<file path="config.mk">
export PLATFORM = sky130hd
export DESIGN_NAME = div4b_seq
export DESIGN_NICKNAME = d
export VERILOG_FILES = /design/src/rtl/div4b_seq.sv
export SDC_FILE = /design/constraint.sdc
export NUM_CORES = 1
export LEC_CHECK = 0
export ABC_AREA = 1
export BUFFER_PORTS_ARGS = -buffer_cell sky130_fd_sc_hd__buf_2
export CORE_UTILIZATION = 50
export CTS_CLUSTER_SIZE = 14
export DETAILED_ROUTE_END_ITERATION = 12
export PLACE_DENSITY_LB_ADDON = 0.3
export SYNTH_ARGS = -nofsm -noshare
export SYNTH_HDL_FRONTEND = slang
export SYNTH_SLANG_ARGS = --single-unit
</file>
<file path="constraint.sdc">
create_clock -name clk -period 1.2 [get_ports clk]
set_input_delay 0.24 -clock clk [delete_from_list [all_inputs] [get_ports clk]]
set_output_delay 0.24 -clock clk [all_outputs]
set_load 0.05 [all_outputs]
</file>
<file path="src/rtl/div4b_seq.sv">
// rtl/div4b_seq.sv - sequential 4-bit unsigned restoring divider driving an external adder/subtractor
//
// Ports:
//   clk          in   system clock, rising edge
//   rst          in   asynchronous active-high reset
//   start        in   division request, sampled only while busy=0
//   dividend     in   unsigned dividend, captured with start
//   divisor      in   unsigned divisor, captured with start
//   busy         out  high from the accepting edge until back in IDLE
//   done         out  one-cycle completion pulse
//   quotient     out  registered quotient, held until the next completion
//   remainder    out  registered remainder, held until the next completion
//   div_by_zero  out  registered flag, set when the captured divisor was 0
//   sub_a        out  subtractor operand A
//   sub_b        out  subtractor operand B
//   sub_sel      out  subtractor mode (1 = subtract)
//   sub_rest     in   subtractor result
//   sub_cout     in   subtractor carry out (1 = no borrow, A >= B)

module div4b_seq #(
    parameter int WIDTH = 4
) (
    input  logic             clk,
    input  logic             rst,
    input  logic             start,
    input  logic [WIDTH-1:0] dividend,
    input  logic [WIDTH-1:0] divisor,
    output logic             busy,
    output logic             done,
    output logic [WIDTH-1:0] quotient,
    output logic [WIDTH-1:0] remainder,
    output logic             div_by_zero,
    output logic [WIDTH-1:0] sub_a,
    output logic [WIDTH-1:0] sub_b,
    output logic             sub_sel,
    input  logic [WIDTH-1:0] sub_rest,
    input  logic             sub_cout
);

    typedef enum logic [1:0] {
        S_IDLE = 2'd0,
        S_RUN  = 2'd1,
        S_DONE = 2'd2
    } state_t;

    state_t           state_q;
    logic [WIDTH-1:0] r_q;      // partial remainder
    logic [WIDTH-1:0] q_q;      // dividend shifting out, quotient shifting in
    logic [WIDTH-1:0] d_q;      // captured divisor
    logic [1:0]       cnt_q;    // iteration counter, last iteration at 3
    logic             busy_q;
    logic             done_q;
    logic [WIDTH-1:0] quot_q;
    logic [WIDTH-1:0] rem_q;
    logic             dbz_q;

    logic [WIDTH-1:0] shifted;
    logic             acc;
    logic [WIDTH-1:0] r_d;
    logic [WIDTH-1:0] q_d;
    logic [1:0]       cnt_d;

    // One restoring step: shift the next dividend bit into the remainder,
    // keep the difference only when the subtractor reports no borrow.
    // R[3] is always 0 in RUN (R < D or R <= 7), so dropping it loses nothing.
    always_comb begin
        shifted = {r_q[WIDTH-2:0], q_q[WIDTH-1]};
        acc     = sub_cout;
        r_d     = acc ? sub_rest : shifted;
        q_d     = {q_q[WIDTH-2:0], acc};
        cnt_d   = cnt_q + 2'd1;
    end

    // The subtractor is only exercised in RUN; elsewhere it sees a quiet zero add.
    always_comb begin
        sub_a   = '0;
        sub_b   = '0;
        sub_sel = 1'b0;
        if (state_q == S_RUN) begin
            sub_a   = shifted;
            sub_b   = d_q;
            sub_sel = 1'b1;
        end
    end

    always_ff @(posedge clk or posedge rst) begin
        if (rst) begin
            state_q <= S_IDLE;
            r_q     <= '0;
            q_q     <= '0;
            d_q     <= '0;
            cnt_q   <= '0;
            busy_q  <= 1'b0;
            done_q  <= 1'b0;
            quot_q  <= '0;
            rem_q   <= '0;
            dbz_q   <= 1'b0;
        end else begin
            case (state_q)
                S_IDLE: begin
                    done_q <= 1'b0;
                    if (start) begin
                        r_q     <= '0;
                        q_q     <= dividend;
                        d_q     <= divisor;
                        cnt_q   <= '0;
                        busy_q  <= 1'b1;
                        state_q <= S_RUN;
                    end
                end
                S_RUN: begin
                    r_q   <= r_d;
                    q_q   <= q_d;
                    cnt_q <= cnt_d;
                    if (cnt_q == 2'd3) begin
                        // Results come straight from the last step's next-state values.
                        quot_q  <= q_d;
                        rem_q   <= r_d;
                        dbz_q   <= (d_q == '0);
                        done_q  <= 1'b1;
                        state_q <= S_DONE;
                    end
                end
                S_DONE: begin
                    // start is deliberately ignored here; busy stays high for this cycle.
                    done_q  <= 1'b0;
                    busy_q  <= 1'b0;
                    state_q <= S_IDLE;
                end
                default: begin
                    done_q  <= 1'b0;
                    busy_q  <= 1'b0;
                    state_q <= S_IDLE;
                end
            endcase
        end
    end

    assign busy        = busy_q;
    assign done        = done_q;
    assign quotient    = quot_q;
    assign remainder   = rem_q;
    assign div_by_zero = dbz_q;

endmodule

</file>
==> out/metrics.csv, run 1 <==
stage,metric,value,unit
worst_setup_path,CP startpoint,state_q[1]$_DFFE_PP0P_,
grt,first-pass GRT wire length,4590,um
worst_setup_path,Required @ worst endpoint,0.96,ns
worst_setup_path,capturing point of the worst reg2reg path,div_by_zero$_DFFE_PP0P_,
pwr,maximum ir drop on the vdd rail,2.29,mV
cells_and_area,n_diodes,0,
yosys,Mapped Nets,166,
grt,vias in the first global route,1032,
grt,GR Util met2,39.8,%
floorplan,Die X-Extent,51.6,um
worst_hold_path,Hold WC Path Type,input pin to flop,
route,Initial DRC Count,15,
route,vias after detailed routing,1132,
floorplan,num rows,17,
yosys,Netlist cell types,20,
cells_and_area,"commonest cells after routing, fill and taps aside","43 x nand2_1, 25 x dfrtp_1, 21 x inv_1, 21 x buf_4, 16 x nand3_1",
place,Post-Place Worst Slack,-0.0694,ns
clock_network,clk slew on worst S/H paths,0.14,ns
timing,TNS Setup,-2.76,ns
cells_and_area,Area Growth Syn to Fin,45.9,%
route,DRT antenna net count,0,
grt,GRT overflow,0,
job,maxcap violations,0,
outcome,violated checks,negative setup slack,
yosys,"Seq/Total Area, Yosys",52.8,%
clock_network,H-tree levels,1,
timing,maximum clock frequency,661,MHz
pwr,Power Density,3290,mW/mm^2
yosys,Synth area leader,dfrtp_1,
floorplan,Top-Level Pins,36,
cells_and_area,Final #Nets,220,
worst_setup_path,path depth of the worst reg2reg path,6,
clock_network,Clock Tree Root,clkbuf_4,
cells_and_area,"commonest non-fill, non-tap cell in the layout",nand2_1,
route,DRC,0,
yosys,syn avg cell area,8.26,um^2
cells_and_area,Non-Filler Instances,230,
yosys,Synth Instances,149,
route,First-pass DRT Iterations,4,
worst_setup_path,reg2reg start,state_q[0]$_DFFE_PP0P_,
pwr,leak pwr,0.965,nW
yosys,synthesized area,0.00123,mm^2
worst_setup_path,crit path capture type,primary output,
place,# port buffers,35,
grt,initial antenna violation count,0,
grt,gr usage total,23.8,%
timing,Least-Margin Pin Slew,0.377,ns
worst_setup_path,CP Data Arrival Time,1.27,ns
yosys,post-synth top area share,52.8,%
timing,Tmin final,1.51,ns
grt,met3 usage,3.51,%
route,wire per inst,12.7,um
timing,final hold violation count,0,
worst_setup_path,kind of critical path,flop to primary output,
clock_network,clock sink count,26,
clock_network,Max Root-Sink Buffers,2,
grt,grt peak-use layer,met2,
worst_setup_path,R2R setup slack,-0.06,ns
timing,# setup viols final,17,
worst_setup_path,crit start category,flop,
place,post-DP HPWL,1910,um
place,placed insts,220,
worst_setup_path,crit path to,sub_a[3],
yosys,YS warnings,0,
outcome,outcome,"finished, violations left",
cells_and_area,Fill cells,154,
timing,Final Max Tran Viols,0,
route,Vias/cell,4.92,
timing,fin worst setup slack,-0.312,ns
worst_setup_path,Critical Path Fanout Max,6,
cells_and_area,Final Util,78.9,%
yosys,Synth area leaders,"dfrtp_1 53%, nand2_1 14%, inv_1 6.7%",
clock_network,Skew-Pair Late Insertion Delay,0.32,ns
timing,clk_skew,0.00399,ns
place,Placer Congestion,0.777,
grt,largest net degree at the start of global routing,27,
clock_network,CTS Buf Count,3,
clock_network,CTS tree,yes,
yosys,Yosys reg bits,26,
floorplan,DIE HEIGHT,51.6,um
cells_and_area,share of layout cells above drive strength 1,39.6,%
route,routed wire length,2930,um
grt,met1 Track Usage GR,31.0,%
floorplan,initial core utilization,54.1,%
timing,worst relative slew slack,74.6,%
timing,post-route clock period utilization,126,%
timing,RSZ-0062 raised after global routing,yes,
pwr,Overall Power,5.91,mW
floorplan,Core ar.,0.00228,mm^2
floorplan,Die Area,0.00266,mm^2
routing by layer:
layer	share of wire, %	up-vias
met1	42	528
met3	4.6	6
met2	52	31
met5	0	-
li1	-	567
met4	1.9	0
flip-flops by register name, indices dropped and copies added, names as in the netlist:
name         cells
busy             1
cnt_q            2
d_q              4
div_by_zero      1
done             1
q_q              4
quotient         4
r_q              3
remainder        4
state_q          2
area by class of cell:
class	count	area [um^2]	area share [%]
Inverter	24	95.1	5.29
Sequential cell	26	652	36.3
Clock buffer	4	36.3	2.02
Timing Repair Buffer	52	434	24.2
Multi-Input combinational cell	96	544	30.3
Tap cell	28	35.0	1.95
cells by family (layout without fill, tap and decap cells):
| logic type | after synthesis | count (layout) | synth area share, % |
|---|---|---|---|
| compound gates | 15 | 15 | 7.32 |
| simple gates | 79 | 80 | 29.0 |
| flops | 26 | 26 | 52.8 |
| fa+ha+maj | 1 | 1 | 1.02 |
| buf+inv | 28 | 80 | 9.86 |
metrics by stage:
step,cell area [um^2],hold WS (ns)
finish,1800,0.131
global placement,1560,0.305
global route,1800,0.128
floorplan,1310,0.280
CTS,1720,0.147
detailed placement,1560,0.329
synth_stat cells:
cell type	number
ha_1	1
buf_6	2
dfrtp_1	26
nand3_1	16
inv_2	2
nand3_4	1
inv_1	22
nor2_4	1
nand3_2	1
o21ai_0	9
buf_2	1
a21oi_1	1
nor2_1	12
o21ai_2	4
nand2_4	1
nor2_2	1
o21ai_1	1
clkbuf_1	1
nand2_1	45
nand2_2	1
report_power, final:
group / total, mW / switching (mW) / internal [mW] / leakage, nW
Combinational: 3.87 / 2.43 / 1.44 / 0.622
Sequential: 1.59 / 0.300 / 1.29 / 0.322
Clock: 0.448 / 0.263 / 0.186 / 0.0210
worst min path at each step:
stage / startpoint / end / depth (start not counted)
after CTS: divisor[0] / d_q[0]$_DFFE_PP0P_ / 3
final: divisor[2] / d_q[2]$_DFFE_PP0P_ / 3
after global routing: divisor[1] / d_q[1]$_DFFE_PP0P_ / 3
after global placement: rst / quotient[2]$_DFFE_PP0P_ / 3
after floorplan: rst / busy$_DFFE_PP0P_ / 1
after detailed placement: rst / quotient[2]$_DFFE_PP0P_ / 3
worst max-delay path, cell delays in order, from the launching register on:
cell and delay (ns):
dfrtp_1 0.44, inv_4 0.12, nand2_8 0.10, nor2_4 0.12, buf_8 0.15
what timing repair did:
item / in CTS / in global routing
endpoints found under the hold margin: 26 / 0
hold buffers: 1 / 0
pin swaps: 0 / 3
endpoints found under the setup margin: 22 / 35
setup buffers: 2 / 3
gates resized for setup: 31 / 21
cloned: 0 / 1
Note: power is estimated with default switching activity, not from simulation.
==> inputs of run 2 (changes only) <==
--- a/config.mk
+++ b/config.mk
@@ -6,10 +6,11 @@
 export NUM_CORES = 1
 export LEC_CHECK = 0
 export ABC_AREA = 1
-export BUFFER_PORTS_ARGS = -buffer_cell sky130_fd_sc_hd__buf_2
-export CORE_UTILIZATION = 50
+export CORE_ASPECT_RATIO = 1.5
+export CORE_UTILIZATION = 55
 export CTS_CLUSTER_SIZE = 14
 export DETAILED_ROUTE_END_ITERATION = 12
+export DONT_BUFFER_PORTS = 1
 export PLACE_DENSITY_LB_ADDON = 0.3
 export SYNTH_ARGS = -nofsm -noshare
 export SYNTH_HDL_FRONTEND = slang
==> run 2 against run 1 <==
Utilization up 8.2 points. Die area down 8.6%. Cell count down 13%. The flow still finishes with violations (negative setup slack). Critical path type unchanged.
==> out/metrics.csv, run 2 (synthesis gave the netlist of run 1 again) <==
stage,metric,value,unit,change
timing,Final Max Tran Viols,0,,unchanged
timing,fin worst setup slack,-0.354,ns,was -0.312 ns
cells_and_area,n_diodes,0,,unchanged
grt,gr usage total,29.0,%,was 23.8%
place,# port buffers,0,,was 35
timing,clk_skew,0.00400,ns,was 0.00399 ns
place,placed inst area,0.00156,mm^2,about the same
worst_setup_path,max incr delay on CP,0.48,ns,was 0.44 ns
cells_and_area,Final #Nets,198,,was 220
clock_network,CTS tree,yes,,unchanged
route,Vias/cell,5.68,,was 4.92
outcome,outcome,"finished, violations left",,unchanged
cells_and_area,Final Util,87.1,%,was 78.9%
timing,Least-Margin Pin Slew,0.318,ns,was 0.377 ns
worst_setup_path,worst-path cell chain,"clkinv_4, nand2_8, nor2_4, buf_12",,"was inv_4, nand2_8, nor2_4, buf_8"
timing,# setup viols final,25,,was 17
place,post-DP HPWL,1980,um,was 1910 um
job,maxcap violations,0,,unchanged
floorplan,Top-Level Pins,36,,unchanged
worst_setup_path,CP Data Arrival Time,1.31,ns,was 1.27 ns
clock_network,Skew-Pair Late Insertion Delay,0.31,ns,was 0.32 ns
timing,worst relative slew slack,78.8,%,was 74.6%
floorplan,Core ar.,0.00208,mm^2,was 0.00228 mm^2
cells_and_area,"commonest non-fill, non-tap cell in the layout",nand2_1,,unchanged
clock_network,Clock Tree Root,clkbuf_4,,unchanged
worst_hold_path,Hold WC Path Type,input pin to flop,,unchanged
worst_setup_path,CP max-delay cell,dfrtp_1,,unchanged
grt,vias in the first global route,1081,,"was 1,032"
clock_network,clk slew on worst S/H paths,0.13,ns,was 0.14 ns
cells_and_area,Fill cells,101,,was 154
worst_setup_path,Worst Path Buf+Inv,2,,unchanged
cells_and_area,Area Growth Syn to Fin,47.0,%,was 45.9%
floorplan,Die Area,0.00244,mm^2,was 0.00266 mm^2
route,wire per inst,17.2,um,was 12.7 um
timing,RSZ-0062 raised after global routing,yes,,unchanged
floorplan,Die X-Extent,40.6,um,was 51.6 um
floorplan,initial core utilization,59.3,%,was 54.1%
worst_setup_path,R2R setup slack,-0.17,ns,was -0.06 ns
grt,largest net degree at the start of global routing,27,,unchanged
grt,GRT overflow,0,,unchanged
timing,maximum clock frequency,644,MHz,was 661 MHz
clock_network,CTS Buf Count,3,,unchanged
worst_setup_path,kind of critical path,flop to primary output,,unchanged
route,routed wire length,3450,um,was 2930 um
route,First-pass DRT Iterations,5,,was 4
route,vias after detailed routing,1142,,"was 1,132"
grt,first-pass GRT wire length,4730,um,was 4590 um
grt,initial antenna violation count,0,,unchanged
timing,TNS Setup,-4.24,ns,was -2.76 ns
route,DRT antenna net count,0,,unchanged
outcome,violated checks,negative setup slack,,unchanged
worst_setup_path,crit path capture type,primary output,,unchanged
clock_network,H-tree levels,1,,unchanged
route,Initial DRC Count,49,,was 15
floorplan,DIE HEIGHT,59.9,um,was 51.6 um
place,Placer Congestion,0.850,,was 0.777
floorplan,num rows,20,,was 17
worst_setup_path,Required @ worst endpoint,0.96,ns,about the same
cells_and_area,"commonest cells after routing, fill and taps aside","38 x nand2_1, 21 x inv_1, 14 x dfrtp_1, 12 x nand3_1, 12 x dfrtp_2",,"was 43 x nand2_1, 25 x dfrtp_1, 21 x inv_1, 21 x buf_4, 16 x nand3_1"
clock_network,clock sink count,26,,unchanged
worst_setup_path,"CP delay by family, top",flip-flops,,unchanged
worst_setup_path,crit start category,flop,,unchanged
cells_and_area,share of layout cells above drive strength 1,44.1,%,was 39.6%
worst_setup_path,Critical Path Fanout Max,6,,unchanged
timing,post-route clock period utilization,129,%,was 126%
clock_network,Max Root-Sink Buffers,2,,unchanged
timing,Tmin final,1.55,ns,was 1.51 ns
route,DRC,0,,unchanged
timing,final hold violation count,0,,unchanged
cells_and_area,fin area,0.00181,mm^2,was 0.00180 mm^2
[run 2: cell types whose count changed in the layout (fill, tap and decap cells not counted), sizes merged]
cell / delta
buf: -23
clkbuf: -1
clkinv: +1
inv: -1
nand3: +1
[run 2: worst reg2reg max path, stage by stage (launching register included)]
cell and delay (ns):
dfrtp_1 0.48, clkinv_4 0.16, nand2_8 0.13, buf_6 0.11, buf_6 0.10, buf_8 0.12, nand2_2 0.06, nand3_2 0.08
nand2_2 0.05
[run 2: layer usage]
layer	track usage [%]	share of wire, %	vias to the layer above
met5	0	0	-
met4	11.4	2.4	0
met3	4.83	7.1	10
met2	49.7	55	65
met1	34.3	36	544
li1	-	-	523
[run 2: final cells by class]
cell class | count | area [um^2] | share of cell area [%]
tap | 22 | 27.5 | 1.52
inverter | 24 | 100 | 5.53
sequential | 26 | 666 | 36.8
timing repair buffer | 29 | 379 | 21.0
multi-input combinational | 97 | 614 | 34.0
clock buffer | 3 | 22.5 | 1.24
[run 2: path summary, 6_finish.rpt]
path	cells past startpoint	from	to
setup / recovery	4	state_q[1]$_DFFE_PP0P_	sub_b[2]
hold / removal	2	divisor[1]	d_q[1]$_DFFE_PP0P_
setup reg to reg	8	state_q[1]$_DFFE_PP0P_	q_q[2]$_DFFE_PP0P_
hold reg to reg	2	d_q[3]$_DFFE_PP0P_	d_q[3]$_DFFE_PP0P_
max in group asynchronous	3	rst	remainder[3]$_DFFE_PP0P_
min in group asynchronous	3	rst	d_q[1]$_DFFE_PP0P_
[run 2: stage by stage]
step	cells	setup WS, ns	hold slack [ns]
global route	201	-0.372	0.0430
floorplan	149	-0.114	0.280
CTS	200	-0.292	0.0547
finish	201	-0.354	0.0549
detailed placement	188	-0.0379	0.206
global placement	188	0.00805	0.199
[run 2: what timing repair did]
item                                    in CTS  in global routing
endpoints found under the setup margin      31                 30
pin swaps                                    4                  3
hold buffers                                 1                  0
endpoints found under the hold margin       26                  0
gates cloned                                 2                  0
resized for setup                           19                 23
buffers inserted                             6                  2
Power of run 2 is left out: the tool's default activity adds up to more than one toggle a clock period on the data nets, which glitch-free logic cannot reach.
